[src/rtl/skew_pkg.sv]
// Shared types and sizing helpers for the diagonal-skew operand feeder.
package skew_pkg;

    typedef enum logic {
        IDLE   = 1'b0,
        STREAM = 1'b1
    } skew_state_t;

    function automatic int nbeats(input int lanes, input int depth);
        return depth + lanes - 1;
    endfunction

    // Beat counter must hold 0..NBEATS.
    function automatic int beat_w(input int lanes, input int depth);
        return $clog2(nbeats(lanes, depth) + 1);
    endfunction

    function automatic int idx_w(input int lanes);
        return (lanes > 1) ? $clog2(lanes) : 1;
    endfunction

endpackage

[src/rtl/skew_lane_sel.sv]
// One lane of the feeder: picks elem(lane, beat - delay) from the captured matrix, or zero.
module skew_lane_sel
    import skew_pkg::*;
#(
    parameter int WIDTH = 4,
    parameter int LANES = 3,
    parameter int DEPTH = 3,
    parameter int BW    = beat_w(LANES, DEPTH),
    parameter int IW    = idx_w(LANES)
) (
    input  logic [BW-1:0]                  beat,
    input  logic [IW-1:0]                  lane_idx,
    input  logic                           colmajor,
    input  logic                           rev_skew,
    input  logic [LANES*DEPTH*WIDTH-1:0]   mat,
    output logic [WIDTH-1:0]               elem
);

    logic [BW-1:0] delay;

    always_comb begin
        if (rev_skew) delay = BW'(LANES - 1) - BW'(lane_idx);
        else          delay = BW'(lane_idx);
    end

    // Match beat against every in-window (lane, k) pair; no hit means zero-fill.
    always_comb begin
        elem = '0;
        for (int l = 0; l < LANES; l++) begin
            for (int k = 0; k < DEPTH; k++) begin
                if (lane_idx == IW'(l) && beat == BW'(k) + delay) begin
                    if (colmajor) elem = mat[(k*LANES + l)*WIDTH +: WIDTH];
                    else          elem = mat[(l*DEPTH + k)*WIDTH +: WIDTH];
                end
            end
        end
    end

endmodule

[src/rtl/skew_stream_feeder.sv]
// Captures a LANES x DEPTH matrix and streams it as skewed diagonal beats with valid/ready.
module skew_stream_feeder
    import skew_pkg::*;
#(
    parameter int WIDTH = 4,
    parameter int LANES = 3,
    parameter int DEPTH = 3
) (
    input  logic                          clock,
    input  logic                          reset,
    input  logic                          flush,
    input  logic                          load_valid,
    output logic                          load_ready,
    input  logic [LANES*DEPTH*WIDTH-1:0]  in_mat,
    input  logic                          cfg_colmajor,
    input  logic                          cfg_rev_skew,
    output logic                          out_valid,
    input  logic                          out_ready,
    output logic [LANES*WIDTH-1:0]        out_data,
    output logic                          out_last,
    output logic                          busy
);

    localparam int NBEATS = nbeats(LANES, DEPTH);
    localparam int BW     = beat_w(LANES, DEPTH);
    localparam int IW     = idx_w(LANES);
    localparam int MW     = LANES * DEPTH * WIDTH;

    skew_state_t           state_q, state_d;
    logic [BW-1:0]         beat_q, beat_d;
    logic [MW-1:0]         mat_q, mat_d;
    logic                  colmajor_q, colmajor_d;
    logic                  rev_q, rev_d;

    logic                  streaming;
    logic                  at_last;
    logic                  load_hs;
    logic                  out_hs;
    logic [LANES-1:0][WIDTH-1:0] lane_elem;

    assign streaming = (state_q == STREAM);
    assign at_last   = (beat_q == BW'(NBEATS - 1));

    // Reload is only offered when the final beat is being consumed this cycle.
    assign load_ready = !flush && (!streaming || (at_last && out_ready));
    assign load_hs    = load_valid && load_ready;
    assign out_hs     = streaming && out_ready;

    assign out_valid = streaming;
    assign busy      = streaming;
    assign out_last  = streaming && at_last;
    assign out_data  = streaming ? lane_elem : '0;

    always_comb begin
        state_d    = state_q;
        beat_d     = beat_q;
        mat_d      = mat_q;
        colmajor_d = colmajor_q;
        rev_d      = rev_q;
        if (flush) begin
            state_d = IDLE;
            beat_d  = '0;
        end else if (load_hs) begin
            state_d    = STREAM;
            beat_d     = '0;
            mat_d      = in_mat;
            colmajor_d = cfg_colmajor;
            rev_d      = cfg_rev_skew;
        end else if (out_hs) begin
            if (at_last) begin
                state_d = IDLE;
                beat_d  = '0;
            end else begin
                beat_d = beat_q + BW'(1);
            end
        end
    end

    always_ff @(posedge clock or posedge reset) begin
        if (reset) begin
            state_q    <= IDLE;
            beat_q     <= '0;
            mat_q      <= '0;
            colmajor_q <= 1'b0;
            rev_q      <= 1'b0;
        end else begin
            state_q    <= state_d;
            beat_q     <= beat_d;
            mat_q      <= mat_d;
            colmajor_q <= colmajor_d;
            rev_q      <= rev_d;
        end
    end

    for (genvar i = 0; i < LANES; i++) begin : g_lane
        skew_lane_sel #(
            .WIDTH (WIDTH),
            .LANES (LANES),
            .DEPTH (DEPTH),
            .BW    (BW),
            .IW    (IW)
        ) u_sel (
            .beat     (beat_q),
            .lane_idx (IW'(i)),
            .colmajor (colmajor_q),
            .rev_skew (rev_q),
            .mat      (mat_q),
            .elem     (lane_elem[i])
        );
    end

endmodule
[config.mk]
export PLATFORM = sky130hd
export DESIGN_NAME = skew_stream_feeder
export DESIGN_NICKNAME = d
export VERILOG_FILES = /design/src/rtl/skew_pkg.sv /design/src/rtl/skew_lane_sel.sv /design/src/rtl/skew_stream_feeder.sv
export SDC_FILE = /design/constraint.sdc
export NUM_CORES = 1
export LEC_CHECK = 0
export CAP_MARGIN = 10
export CELL_PAD_IN_SITES_DETAIL_PLACEMENT = 1
export CELL_PAD_IN_SITES_GLOBAL_PLACEMENT = 1
export CORE_MARGIN = 2
export CORE_UTILIZATION = 42
export DETAILED_ROUTE_END_ITERATION = 8
export PLACE_DENSITY_LB_ADDON = 0.1
export SETUP_SLACK_MARGIN = 0.15
export SLEW_MARGIN = 20
export SYNTH_ARGS = -nofsm -noshare
export SYNTH_HDL_FRONTEND = slang
export SYNTH_SLANG_ARGS = --single-unit
[constraint.sdc]
create_clock -name clock -period 3.3 [get_ports clock]
set_input_delay 0.66 -clock clock [delete_from_list [all_inputs] [get_ports clock]]
set_output_delay 0.66 -clock clock [all_outputs]
set_load 0.03 [all_outputs]
=== Word-level counts from Yosys, hierarchy flattened ===
Cells that the tools add are included.

* Bits in registers: 42
* Input port bits: 43
* Output and inout port bits: 16
* Word-level logic and storage cells: 59

* Add/subtract/negate cells: 5
* Equal/unequal tests: 10
* Multiplexer cells: 26
* Bitwise gates (word level): 1
* Reductions and logical operators: 12

{| class="wikitable"
|+ Operators with widths
! operator !! number
|-
| $mux 4 || 15
|-
| $eq 3x3->1 || 4
|-
| $mux 12 || 1
|-
| $mux 3 || 4
|-
| $add 1x2->3 const A || 2
|-
| $add 2x2->3 const A || 2
|-
| $eq 3x2->1 || 2
|-
| $eq 3x2->1 const B || 2
|-
| $reduce_bool 3->1 || 2
|-
| $logic_and 1x1->1 || 5
|-
| $mux 1 || 4
|-
| $mux 2 || 2
|-
| $reduce_and 2->1 || 2
|-
| $add 3x1->3 const B || 1
|-
| $eq 3x1->1 const B || 1
|-
| $eq 3x3->1 const B || 1
|-
| $logic_not 1->1 || 2
|-
| $logic_or 1x1->1 || 1
|-
| $not 1->1 || 1
|}

=== Longest topological paths before layout ===
* Word-level depth: 7
* Depth in mapped cells: 8

=== Modules after synthesis ===
Synthesis repeated with hierarchy kept, for this count alone.

* Cell total of the unflattened synthesis: 473
* Area total of the unflattened synthesis: 4538.1 um^2

{| class="wikitable"
|+ Modules (own cells, without submodules)
! module !! times used !! cells each !! area each (um^2)
|-
| skew_lane_sel || 3 || 116 || 890.9
|-
| skew_stream_feeder || 1 || 125 || 1865.5
|}

=== Least setup slack after synthesis ===
No wires, ideal clock.

* Kind: register to output
* Start point: register beat_q[0]
* End point: output port out_data[7]
* Arrival: 2.160 ns
* Data required time: 2.640 ns
* Slack: 0.480 ns
* Cell stages (with the launch flop): 7
* Path buffers: 1
* Path through: dfrtp_1 > buf_1 > inv_1 > ha_1 > nor3b_2 > a221oi_1 > a211oi_1

* Cells in the longest elaborated chain, start to end: 5

{| class="wikitable"
|+ Ends and longest elaborated chain
! what !! RTL line !! text
|-
| start, declared || skew_stream_feeder.sv:30 || <nowiki>logic [BW-1:0] beat_q, beat_d;</nowiki>
|-
| start signal, assigned || skew_stream_feeder.sv:88 || <nowiki>beat_q <= beat_d;</nowiki>
|-
| $eq 3x1->1 || -- ||
|-
| $mux 4 (2 in series) || skew_lane_sel.sv:31 || <nowiki>if (lane_idx == IW'(l) && beat == BW'(k) + delay) begin</nowiki>
|-
| $mux 4 * || skew_lane_sel.sv:31 ||
|-
| $mux 12 * || skew_stream_feeder.sv:52 || <nowiki>assign out_data = streaming ? lane_elem : '0;</nowiki>
|-
| end, declared || skew_stream_feeder.sv:19 || <nowiki>output logic [LANES*WIDTH-1:0] out_data,</nowiki>
|}

Every way passes the cells marked *; elsewhere a longest branch is shown, timed or not.

=== Worst setup path in the final report ===
* Start point: register beat_q[1]
* End point: output port out_data[3]

* Cells in the longest elaborated chain, start to end: 5

{| class="wikitable"
|+ Ends and longest elaborated chain
! what !! RTL line
|-
| $eq 3x2->1 || skew_lane_sel.sv:31
|-
| $mux 4 (2 in series) || skew_lane_sel.sv:31
|-
| $mux 4 * || skew_lane_sel.sv:31
|-
| $mux 12 * || skew_stream_feeder.sv:52
|}

Marks and branches as above.

==> flow_summary.json <==
{
  "maxCapViolations": 0,
  "ff2ff_setup_slack_ns": 1.27,
  "crit_type": "reg2out",
  "placed_area_mm2": 0.00303,
  "path_max_fanout": 10,
  "cts_tree": "built",
  "die_y_um": 79.5,
  "synth_top_area_share_pct": 43.9,
  "design.die.area_mm2": 0.00632,
  "routedWlPerCell_um": 17.1,
  "postSynthAreaPerCell_um2": 12.2,
  "drive_gt1_share_pct": 12.3,
  "yosys_warnings": 0,
  "reg2regPathDepth": 6,
  "holdBufCountCts": 0,
  "relSlewSlack_pct": 60.3,
  "portBuffers": 58,
  "ir_worst_vdd_v": 0.000237,
  "io_pins": 59,
  "grt_util_all_layers_pct": 19.2,
  "synth.most_common_cell": "mux2_1",
  "finalSetupViolations": 0,
  "detailed_place_hpwl_mm": 4.06,
  "timing.rr.end": "mat_q[24]$_DFFE_PP0P_",
  "slew_violations": 0,
  "grt_pass1_vias": 1775,
  "fin_area_mm2": 0.00311,
  "min_path_cells": 1,
  "num_rows": 27,
  "hp-start": "mat_q[35]$_DFFE_PP0P_",
  "syn_area_mm2": 0.00239,
  "diodes": 0,
  "clock_tree.root_cell": "clkbuf_8",
  "drt-total-wl_mm": 5.54,
  "grt_pass1_wl_mm": 9.20,
  "syn-num-nets": 244,
  "power_density_mw_per_mm2": 453,
  "final_cells": 325,
  "timing.final.crit_share_pct": 89.6,
  "grt_max_degree": 43,
  "startpoint_type": "flop",
  "yosys-top-cells-count": "mux2_1, dfrtp_1, nand3_1",
  "cp_data_arrival_time_ns": 2.30,
  "tns_ns": 0,
  "synth_cell_types": 30,
  "fmax_ghz": 0.338,
  "vias": 1776,
  "synth_edf_count": 0,
  "cts.sinks": 42,
  "drt_iter0_markers": 54,
  "firstDrtPassIters": 4,
  "place_congestion": 0.803,
  "h-tree-depth": 2,
  "required_ns": 2.64,
  "yosysTopAreaCell": "dfrtp_1",
  "insertion_delay_ns": 0.30,
  "clock_path_buffers": 2,
  "antenna_found_initial": 0,
  "min_to": "mat_q[35]$_DFFE_PP0P_",
  "worstReg2RegStart": "beat_q[1]$_DFFE_PP0P_",
  "path_clk_slew_ns": 0.07,
  "numCtsBuffers": 5,
  "hold_ws_ns": 0.493,
  "grt.overflow.total": 0,
  "postSynth.asyncResetShare_pct": 100,
  "endpoint_kind": "output port",
  "final-hold-violation-count": 0,
  "seq_area_frac_synth_pct": 43.9,
  "synth_area_leaders": "dfrtp_1, mux2_1, mux2_2, a211oi_1, nand3_1",
  "drc_errors": 0,
  "min_path_type": "reg2reg",
  "tightest_slew_ns": 0.594,
  "fin_skew_ns": 0.0102,
  "post-route-min-period_ns": 2.96,
  "layout.nets": 300,
  "rsz0062_at_grt": "true",
  "syn_inst": 196,
  "routed_via_density": 5.46,
  "placedCellCount": 317,
  "leakage_nw": 1.29,
  "synthFlopType": "dfrtp_1",
  "status": "completed",
  "core_area_mm2": 0.00551,
  "die_w_um": 79.5,
  "initial_core_util_pct": 43.5,
  "ant_nets": 0,
  "syn2layout_area_growth_pct": 30.0,
  "synth_seq_cells": 42,
  "nFillCells": 565
}
==> timing repair <==
| item | CTS | global route |
|---|---|---|
| resized for setup | 12 | 0 |
| buffers inserted | 0 | 0 |
| setup endpoints to repair | 12 | 1 |
==> kinds of logic after synthesis <==
kind of cell / synth area share, %
AND/OR/NAND/NOR: 7.48
adder cells (fa/ha/maj): 2.61
buffers and inverters: 5.07
multiplexers: 29.4
XOR/XNOR: 0.732
flip-flops: 43.9
AO/OA/AOI/OAI: 10.8
==> cells in the final DEF (no fill, tap or decap), types with 4 or more instances in the layout <==
master and instances:
nand3_1 17, mux2_1 45, a311oi_1 8, mux2i_1 4, ha_1 5, buf_4 5, mux2_2 14, inv_1 6
a221oi_1 4, a211oi_1 14, clkdlybuf4s50_1 46, clkbuf_8 6, dlygate4sd2_1 12, dfrtp_1 42
==> registers in the layout, indices dropped and copies added (netlist names) <==
signal and flops:
beat_q 3, busy 1, colmajor_q 1, mat_q 36, rev_q 1
==> metal layers <==
metal  track usage (%)  share of wire [%]
met5                 0                  0
met4              7.59                1.9
met2              28.3                 46
met3              3.51                3.7
met1              27.9                 48
==> power by group <==
group / total (mW) / leakage [nW] / internal [mW] / switching, mW
Sequential: 0.672 / 0.501 / 0.606 / 0.0657
Combinational: 0.392 / 0.737 / 0.214 / 0.179
Clock: 0.346 / 0.0482 / 0.169 / 0.177
==> worst max-delay path, cell delays in order (launching register included) <==
cell           delay (ns)
dfrtp_1              0.52
or3b_4               0.46
a21o_1               0.22
a311oi_1             0.36
dlygate4sd2_1        0.45
==> how the worst max path moves through the flow <==
stage                     startpoint            to  slack, ns  depth (start not counted)
5_1_grt        beat_q[1]$_DFFE_PP0P_   out_data[8]       0.15                          4
3_3_place_gp   beat_q[1]$_DFFE_PP0P_   out_data[3]       0.40                          4
6_report       beat_q[1]$_DFFE_PP0P_   out_data[3]       0.34                          4
2_1_floorplan  beat_q[0]$_DFFE_PP0P_   out_data[7]       0.48                          6
4_1_cts        beat_q[1]$_DFFE_PP0P_   out_data[3]       0.34                          4
3_5_place_dp   beat_q[2]$_DFFE_PP0P_  out_data[10]       0.38                          4
==> per-stage QoR <==
stage | power (mW) | util, % | setup slack (ns)
final | 1.41 | 56.5 | 0.343
after global routing | 1.50 | 56.5 | 0.149
after CTS | 1.43 | 56.5 | 0.337
after detailed placement | 1.08 | 55.1 | 0.381
after global placement | 1.08 | 55.1 | 0.403
after floorplan | 0.926 | - | 0.480
==> final cells by class <==
class | instances | area, µm² | share of cell area [%]
clock buffers | 7 | 86.3 | 2.78
multi-input cells | 133 | 1230 | 39.6
clock inverters | 1 | 5.00 | 0.161
well taps | 72 | 90.1 | 2.90
flip-flops and latches | 42 | 1050 | 33.8
repair buffers | 64 | 623 | 20.0
inverters | 6 | 22.5 | 0.724
Power figures use the tool's default switching activity.
